--- config.mk ---
export PLATFORM = sky130hd
export DESIGN_NAME = time_set_controller
export DESIGN_NICKNAME = d
export VERILOG_FILES = /design/src/rtl/time_set_controller.sv
export SDC_FILE = /design/constraint.sdc
export NUM_CORES = 1
export LEC_CHECK = 0
export CAP_MARGIN = 20
export CORE_MARGIN = 1.5
export CORE_UTILIZATION = 45
export CTS_BUF_LIST = sky130_fd_sc_hd__clkbuf_8
export DETAILED_ROUTE_END_ITERATION = 6
export PLACE_DENSITY = 0.69
export SYNTH_ARGS = -nofsm -noshare
export SYNTH_HDL_FRONTEND = slang
export SYNTH_SLANG_ARGS = --single-unit
--- constraint.sdc ---
create_clock -name clk -period 9.9 [get_ports clk]
set_input_delay 1.485 -clock clk [delete_from_list [all_inputs] [get_ports clk]]
set_output_delay 1.485 -clock clk [all_outputs]
set_load 0.01 [all_outputs]
--- src/rtl/time_set_controller.sv ---
// Button-driven editor for the clock/date set interface: debounced buttons step through fields and commit.
// Button press acts 6 cycles after the raw edge is sampled; set strobes are registered one cycle after commit.
module time_set_controller #(
    parameter int DEBOUNCE_CYCLES = 4,
    parameter int YEAR_MIN        = 2000,
    parameter int YEAR_MAX        = 2099
) (
    input  logic        clk,
    input  logic        reset,
    input  logic        btn_mode,
    input  logic        btn_next,
    input  logic        btn_up,
    input  logic        btn_down,
    input  logic [7:0]  cur_sec,
    input  logic [7:0]  cur_min,
    input  logic [7:0]  cur_hour,
    input  logic [7:0]  cur_day,
    input  logic [7:0]  cur_month,
    input  logic [15:0] cur_year,
    output logic [7:0]  out_sec,
    output logic [7:0]  out_min,
    output logic [7:0]  out_hour,
    output logic [7:0]  out_day,
    output logic [7:0]  out_month,
    output logic [15:0] out_year,
    output logic        set_time,
    output logic        set_date,
    output logic        edit_active,
    output logic [2:0]  edit_field
);

    typedef enum logic [2:0] {
        S_IDLE  = 3'd0,
        S_HOUR  = 3'd1,
        S_MIN   = 3'd2,
        S_SEC   = 3'd3,
        S_DAY   = 3'd4,
        S_MONTH = 3'd5,
        S_YEAR  = 3'd6
    } state_t;

    // Button bit order: 0 mode, 1 next, 2 up, 3 down (also the priority order).
    logic [3:0]  raw;
    logic [3:0]  sync1_q, sync2_q, deb_q, press_q;
    logic [15:0] cnt_q [4];

    assign raw = {btn_down, btn_up, btn_next, btn_mode};

    always_ff @(posedge clk or posedge reset) begin
        if (reset) begin
            sync1_q <= '0;
            sync2_q <= '0;
            deb_q   <= '0;
            press_q <= '0;
            for (int i = 0; i < 4; i++) cnt_q[i] <= '0;
        end else begin
            sync1_q <= raw;
            sync2_q <= sync1_q;
            press_q <= '0;
            for (int i = 0; i < 4; i++) begin
                if (sync2_q[i] == deb_q[i]) begin
                    cnt_q[i] <= '0;
                end else if (cnt_q[i] >= 16'(DEBOUNCE_CYCLES - 1)) begin
                    deb_q[i]   <= sync2_q[i];
                    cnt_q[i]   <= '0;
                    press_q[i] <= sync2_q[i];
                end else begin
                    cnt_q[i] <= cnt_q[i] + 16'd1;
                end
            end
        end
    end

    function automatic logic [7:0] days_in_month(input logic [7:0] m, input logic [15:0] y);
        logic leap;
        leap = (((y % 16'd4) == 16'd0) && ((y % 16'd100) != 16'd0)) || ((y % 16'd400) == 16'd0);
        case (m)
            8'd1, 8'd3, 8'd5, 8'd7, 8'd8, 8'd10, 8'd12: return 8'd31;
            8'd2:    return leap ? 8'd29 : 8'd28;
            default: return 8'd30;
        endcase
    endfunction

    // Out-of-range values snap to the opposite bound, which also repairs bad snapshots.
    function automatic logic [15:0] wrap(input logic [15:0] v, input logic [15:0] lo,
                                         input logic [15:0] hi, input logic up);
        if (up) return (v >= hi) ? lo : v + 16'd1;
        return (v <= lo) ? hi : v - 16'd1;
    endfunction

    state_t      state_q, state_d;
    logic [7:0]  sec_q, sec_d, min_q, min_d, hour_q, hour_d;
    logic [7:0]  day_q, day_d, month_q, month_d;
    logic [15:0] year_q, year_d;
    logic        set_time_q, set_time_d, set_date_q, set_date_d;
    logic [15:0] wr;
    logic [7:0]  new_dim;
    logic        up;

    always_comb begin
        state_d    = state_q;
        sec_d      = sec_q;
        min_d      = min_q;
        hour_d     = hour_q;
        day_d      = day_q;
        month_d    = month_q;
        year_d     = year_q;
        set_time_d = 1'b0;
        set_date_d = 1'b0;
        wr         = '0;
        new_dim    = '0;
        up         = press_q[2];
        if (press_q[0]) begin
            if (state_q == S_IDLE) begin
                sec_d   = cur_sec;
                min_d   = cur_min;
                hour_d  = cur_hour;
                day_d   = cur_day;
                month_d = cur_month;
                year_d  = cur_year;
                state_d = S_HOUR;
            end else begin
                state_d = S_IDLE;
            end
        end else if (state_q != S_IDLE && press_q[1]) begin
            case (state_q)
                S_HOUR:  state_d = S_MIN;
                S_MIN:   state_d = S_SEC;
                S_SEC:   begin state_d = S_DAY; set_time_d = 1'b1; end
                S_DAY:   state_d = S_MONTH;
                S_MONTH: state_d = S_YEAR;
                S_YEAR:  begin state_d = S_IDLE; set_date_d = 1'b1; end
                default: state_d = S_IDLE;
            endcase
        end else if (state_q != S_IDLE && (press_q[2] || press_q[3])) begin
            case (state_q)
                S_HOUR: begin wr = wrap({8'd0, hour_q}, 16'd0, 16'd23, up); hour_d = wr[7:0]; end
                S_MIN:  begin wr = wrap({8'd0, min_q}, 16'd0, 16'd59, up); min_d = wr[7:0]; end
                S_SEC:  begin wr = wrap({8'd0, sec_q}, 16'd0, 16'd59, up); sec_d = wr[7:0]; end
                S_DAY: begin
                    wr    = wrap({8'd0, day_q}, 16'd1, {8'd0, days_in_month(month_q, year_q)}, up);
                    day_d = wr[7:0];
                end
                S_MONTH: begin
                    wr      = wrap({8'd0, month_q}, 16'd1, 16'd12, up);
                    month_d = wr[7:0];
                    new_dim = days_in_month(month_d, year_q);
                    if (day_q > new_dim) day_d = new_dim;
                end
                S_YEAR: begin
                    year_d  = wrap(year_q, 16'(YEAR_MIN), 16'(YEAR_MAX), up);
                    new_dim = days_in_month(month_q, year_d);
                    if (day_q > new_dim) day_d = new_dim;
                end
                default: ;
            endcase
        end
    end

    always_ff @(posedge clk or posedge reset) begin
        if (reset) begin
            state_q    <= S_IDLE;
            sec_q      <= 8'd0;
            min_q      <= 8'd0;
            hour_q     <= 8'd0;
            day_q      <= 8'd1;
            month_q    <= 8'd1;
            year_q     <= 16'd2020;
            set_time_q <= 1'b0;
            set_date_q <= 1'b0;
        end else begin
            state_q    <= state_d;
            sec_q      <= sec_d;
            min_q      <= min_d;
            hour_q     <= hour_d;
            day_q      <= day_d;
            month_q    <= month_d;
            year_q     <= year_d;
            set_time_q <= set_time_d;
            set_date_q <= set_date_d;
        end
    end

    assign out_sec     = sec_q;
    assign out_min     = min_q;
    assign out_hour    = hour_q;
    assign out_day     = day_q;
    assign out_month   = month_q;
    assign out_year    = year_q;
    assign set_time    = set_time_q;
    assign set_date    = set_date_q;
    assign edit_active = (state_q != S_IDLE);
    assign edit_field  = state_q;

endmodule

== After elaboration in Yosys (flattened, before gate mapping) ==
Index checks and enable logic that the tools add are counted.
Storage, ports and cells
  flip-flop bits (word level): 141
  input bits: 62
Cells by class
  add/sub/neg operators: 16
  divide/modulo/power cells: 4
  order comparisons: 18
  equal/unequal tests: 30
  mux-type cells: 132
  bitwise logic cells: 4
  reduce and logical (&&, ||, !) cells: 35
Operators with widths (number)
  8-bit two-way mux: 62
  16-bit two-way mux: 21
  16-bit by 1-bit adder with 16-bit output, second input constant: 5
  16-bit by 2-bit >= comparator with 1-bit output, second input constant: 4
  16-bit zero test: 4
  8-bit by 4-bit equality test with 1-bit output, second input constant: 6
  1-bit two-way mux: 42
  8-bit by 1-bit adder with 8-bit output, second input constant: 5
  8-bit by 1-bit <= comparator with 1-bit output, second input constant: 5
  8-bit by 1-bit subtractor with 8-bit output, second input constant: 5
  8-bit by 2-bit equality test with 1-bit output, second input constant: 4
  8-bit by 3-bit equality test with 1-bit output, second input constant: 4
  16-bit by 7-bit remainder unit with 16-bit output, second input constant: 2
  16-bit by 9-bit remainder unit with 16-bit output, second input constant: 2
  16-bit nonzero test: 2
  8-bit case mux with 3 select lines: 1
  4-bit AND reduction: 5
  8-bit by 1-bit equality test with 1-bit output, second input constant: 2
  16-bit by 12-bit >= comparator with 1-bit output, second input constant: 1
  8-bit by 6-bit >= comparator with 1-bit output, second input constant: 2
  8-bit greater-than comparator: 2
  16-bit by 11-bit <= comparator with 1-bit output, second input constant: 1
  16-bit by 1-bit subtractor with 16-bit output, second input constant: 1
  3-bit case mux with 5 select lines: 1
  22 further kinds: 50

== Logic depth before layout (Yosys ltp) ==
  word-level depth: 26
  mapped depth: 47
  depth with buffers taken out: 44

== Worst setup path after synthesis ==
OpenSTA, ideal clock, no wires.
  path type: reg2reg
  from: register year_q[0] (netlist: out_year[0])
  to: register day_q[1] (netlist: out_day[1])
  library setup time: 0.083 ns
  data arrival time: 9.750 ns
  required time: 9.817 ns
  slack: 0.067 ns
  cell stages (with the launch flop): 44
  period minus slack after synthesis: 9.833 ns
  cell sequence: dfrtp_1 -> buf_2 -> inv_1 -> ha_1 -> nor4b_1 -> or4_4 -> a21oi_2 -> buf_4 -> nand3_1 -> a211oi_1 -> o22ai_2 -> o2111ai_1 -> and3_1 -> a21boi_1 -> a21oi_2 -> a311oi_2 -> o311ai_1 -> a21o_1 -> [8 not listed] -> a21o_1 -> o21ai_0 -> ha_1 -> nor2_1 -> nand4_1 -> or4_1 -> and4_1 -> o41a_1 -> and2_1 -> ha_1 -> a21oi_1 -> o22ai_1 -> o21a_1 -> maj3_1 -> o21ai_1 -> clkbuf_1 -> o211ai_1 -> o21ai_0
On the way
  word-level cells in the longest chain between the ends: 21
  elaborated cells between the ends (all ways): 56
RTL lines
  start: declaration: line 94  | logic [15:0] year_q, year_d;
  start signal: assignment: line 178  | year_q <= year_d;
  16-bit by 1-bit adder with 16-bit output or 16-bit by 12-bit >= comparator with 1-bit output (tied branches): line 87  | if (up) return (v >= hi) ? lo : v + 16'd1;
  16-bit two-way mux (2 in series): line 87
  16-bit two-way mux: line 88  | return (v <= lo) ? hi : v - 16'd1;
  16-bit two-way mux: line 136  | case (state_q)
  16-bit two-way mux: line 135  | end else if (state_q != S_IDLE && (press_q[2] || press_q[3])) begin
  16-bit two-way mux: line 125  | end else if (state_q != S_IDLE && press_q[1]) begin
  16-bit two-way mux: line 113  | if (press_q[0]) begin
  16-bit by 7-bit remainder unit with 16-bit output: line 76  | leap = (((y % 16'd4) == 16'd0) && ((y % 16'd100) != 16'd0)) || ((y % 16'd400) == 16'd0);
  [4 not listed]
  2-bit case mux with 2 select lines: line 77  | case (m)
  8-bit two-way mux: line 136
  8-bit two-way mux: line 135
  8-bit two-way mux: line 125
  8-bit two-way mux: line 113
  8-bit greater-than comparator: line 153  | if (day_q > new_dim) day_d = new_dim;
  3-bit inequality test (no source line)
  6-bit AND reduction (no source line)
  end signal: assignment: line 176  | day_q <= day_d;
  end: declaration: line 93  | logic [7:0] day_q, day_d, month_q, month_d;
Several ways; a longest one is shown, not always the timed one. The select of a mux whose other input is x is not followed.
A chain may end at the register's enable or synchronous reset.

== Worst setup path after layout ==
  from: register year_q[0] (netlist: out_year[0])
  to: register day_q[6] (netlist: out_day[6])
The elaborated chain is that of the path after synthesis.

==> flow_metrics.py <==
metrics = {
    "floorplanning": {
        "num_rows": 59,
        "core_area_sq_um": 26100,
        "initial_core_util_pct": 45.7,
        "die_h_um": 166,
        "die-area_sq_um": 27500,
        "ios": 124,
        "die_w_um": 166,
    },
    "critical_path": {
        "cpPeakStageDelay_ns": 0.45,
        "crit_required_ns": 10.24,
        "crit_path_top_delay_cell": "a221o_2",
        "critPathMaxFanout": 6,
        "cp_common_cell": "buf_4",
        "start_kind": "flip-flop",
        "path_class": "reg -> reg",
        "r2r_slack_ns": 0.24,
        "cp.arrival_ns": 10.01,
        "end_kind": "flip-flop",
    },
    "flow_run": {
        "maxCapViolations": 0,
    },
    "cells_and_area": {
        "multi_input_area_sq_um": 8720,
        "fillers": 2370,
        "nets": 1850,
        "design_area_sq_um": 15600,
        "fin_util_pct": 59.8,
        "syn2layout_area_growth_pct": 30.6,
        "drive_gt1_share_pct": 19.3,
        "regArea_sq_um": 3540,
        "fin_cells": 2106,
    },
    "logic_synthesis": {
        "synthMuxAreaShare_pct": 3.33,
        "synth_xor_area_share_pct": 4.31,
        "synth-seq-cells": 141,
        "ys_seq_area_share_pct": 29.7,
        "synth.cell_area_sq_um": 11900,
        "synth_top_family_by_area": "compound AO/OA/AOI/OAI gates",
        "synthAdderAreaFrac_pct": 3.51,
        "ys_types": 99,
        "synth_simple_gate_area_share_pct": 25.3,
        "synth_compound_area_share_pct": 29.8,
        "syn_inst": 1499,
        "postSynthAreaPerCell_sq_um": 7.95,
        "yosys_warnings": 0,
        "async_flop_share_pct": 100,
        "ys.flop_type": "dfrtp_1",
        "synth_edf_count": 0,
    },
    "clock_network": {
        "root_buffer": "clkbuf_8",
        "cts_htree_levels": 4,
        "hold_buffers": 0,
        "clk_latency_ns": 0.46,
        "clkTransAtPathRegs_ns": 0.09,
        "cts_tree": "built",
        "numCtsBuffers": 17,
        "cts_buffer_depth": 2,
        "cts_sinks": 141,
    },
    "timing": {
        "fin_crit_sh_pct": 97.6,
        "min_period_ns": 9.66,
        "fmaxAchievable_ghz": 0.103,
        "finalMaxSlewViolations": 0,
        "fin_skew_ns": 0.0246,
        "finalHoldViolCount": 0,
        "tightest_slew_ns": 0.938,
        "setup_tns_ns": 0,
        "max_slew_margin_pct": 35.9,
        "setup_viol": 0,
    },
    "grt": {
        "grt_overflow_total": 0,
        "gr-usage-met3_pct": 4.31,
        "grt_pass1_wl_mm": 58.5,
        "grt-busiest-layer": "met2",
        "antenna_found_initial": 1,
        "grt_max_degree": 78,
        "globalRouteTotalUtil_pct": 25.4,
        "met2_usage_pct": 42.0,
        "grt_pass1_vias": 11700,
        "met1_usage_pct": 33.7,
    },
    "routing": {
        "first_iter_violations": 935,
        "drcViolationCount": 0,
        "post_drt_wl_per_cell_um": 17.9,
        "ant_nets": 0,
        "first_pass_iters": 5,
        "routed_wl_mm": 37.6,
        "via_count": 13000,
        "via_per_inst": 6.17,
    },
    "placement": {
        "placed_cells": 2029,
        "post-dp-hpwl_mm": 26.5,
        "gp_congestion": 0.937,
        "port_buffers": 123,
        "place_area_sq_um": 14200,
    },
    "run_status": {
        "outcome": "finished, final reports clean",
    },
    "min_path": {
        "hold_path_class": "reg -> reg",
    },
}
==> routing by layer <==
metal  routed length [um]  part of all wire [%]
met4                  989                   2.6
met1                16200                    43
met3                 2510                   6.7
met5                    0                     0
met2                17900                    48
==> timing repair <==
action / CTS / global route
endpoints found under the setup margin: 8 / 8
buffers inserted: 5 / 36
gates cloned: 0 / 1
resized for setup: 10 / 123
pin swaps: 4 / 51
==> flip-flops by register name, summed over array words and instances (netlist names) <==
name and count:
cnt_q 64, deb_q 4, edit_field 3, out_day 8, out_hour 8, out_min 8, out_month 8, out_sec 8
out_year 16, press_q 4, set_date 1, set_time 1, sync1_q 4, sync2_q 4
==> area by class of cell <==
cell class	count	area share [%]
Tap cell	335	2.69
Antenna cell	1	0.0161
Inverter	40	0.996
Timing Repair Buffer	262	14.8
Multi-Input combinational cell	1295	56.0
Sequential cell	141	22.8
Clock buffer	17	1.50
Clock inverter	15	1.20
==> cells in the mapped netlist, types with 25 or more instances <==
| cell type | instances | share of area [%] |
|---|---|---|
| o21ai_0 | 103 | 4.3 |
| nor4_1 | 32 | 1.7 |
| o211ai_1 | 25 | 1.6 |
| a21oi_1 | 112 | 4.7 |
| nor3_1 | 61 | 2.6 |
| ha_1 | 31 | 3.3 |
| nor2_1 | 128 | 4.0 |
| nand3_1 | 60 | 2.5 |
| dfrtp_1 | 132 | 28 |
| inv_1 | 36 | 1.1 |
| nand2_1 | 153 | 4.8 |
| a211oi_1 | 33 | 2.1 |
| mux2i_1 | 25 | 2.1 |
| xnor2_1 | 34 | 2.5 |
| clkbuf_1 | 55 | 1.7 |
==> metrics by stage <==
step / hold slack, ns / worst slack, ns
floorplan: 0.331 / 0.0670
global placement: 0.340 / -0.135
detailed placement: 0.339 / -0.264
CTS: 0.361 / 0.00498
global route: 0.364 / -0.226
finish: 0.358 / 0.237
==> critical path: cells and delay by family (launching register included) <==
kind / cells / cell delay, ns
adders and majority gates: 3 / 0.85
buffers and inverters: 7 / 1.18
DFF: 1 / 0.42
xor gates and xnor gates: 2 / 0.57
and+or+nand+nor: 13 / 2.26
AOI/OAI and AO/OA: 19 / 4.25
==> cells in the final DEF, fill, tap and decap left out, types with 14 or more instances in the layout <==
cell,instances
dfrtp_1,129
xor2_1,20
clkdlybuf4s50_1,123
nand2_1,148
a211oi_1,23
xnor2_1,30
and3_1,20
ha_1,30
mux2i_1,23
clkbuf_8,17
a21o_1,14
inv_1,35
buf_4,130
o211ai_1,25
nand3_1,57
a31oi_1,18
nor2_1,123
nor3_1,56
o21ai_0,98
nor4_1,28
nand4_1,20
or3_1,15
and2_1,14
conb_1,56
a21oi_1,107
==> path summary, 6_finish.rpt <==
| check | from | to | cells past startpoint |
|---|---|---|---|
| hold / removal | sync1_q[3] | sync2_q[3] | 0 |
| min in group asynchronous | reset | out_min[4] | 2 |
| hold reg to reg | sync1_q[3] | sync2_q[3] | 0 |
| max in group asynchronous | reset | out_year[5] | 4 |
| setup / recovery | out_year[0] | out_day[6] | 44 |
| setup reg to reg | out_year[0] | out_day[6] | 44 |
==> cell families after synthesis <==
logic type / after synthesis
xor gates and xnor gates: 57
AOI/OAI and AO/OA: 517
muxes: 38
adders and majority gates: 34
buffers and inverters: 118
DFF: 141
other: 1
and+or+nand+nor: 593
Power is not shown: default switching activity piles up to over one toggle a cycle in this logic, so the estimate is an artifact.
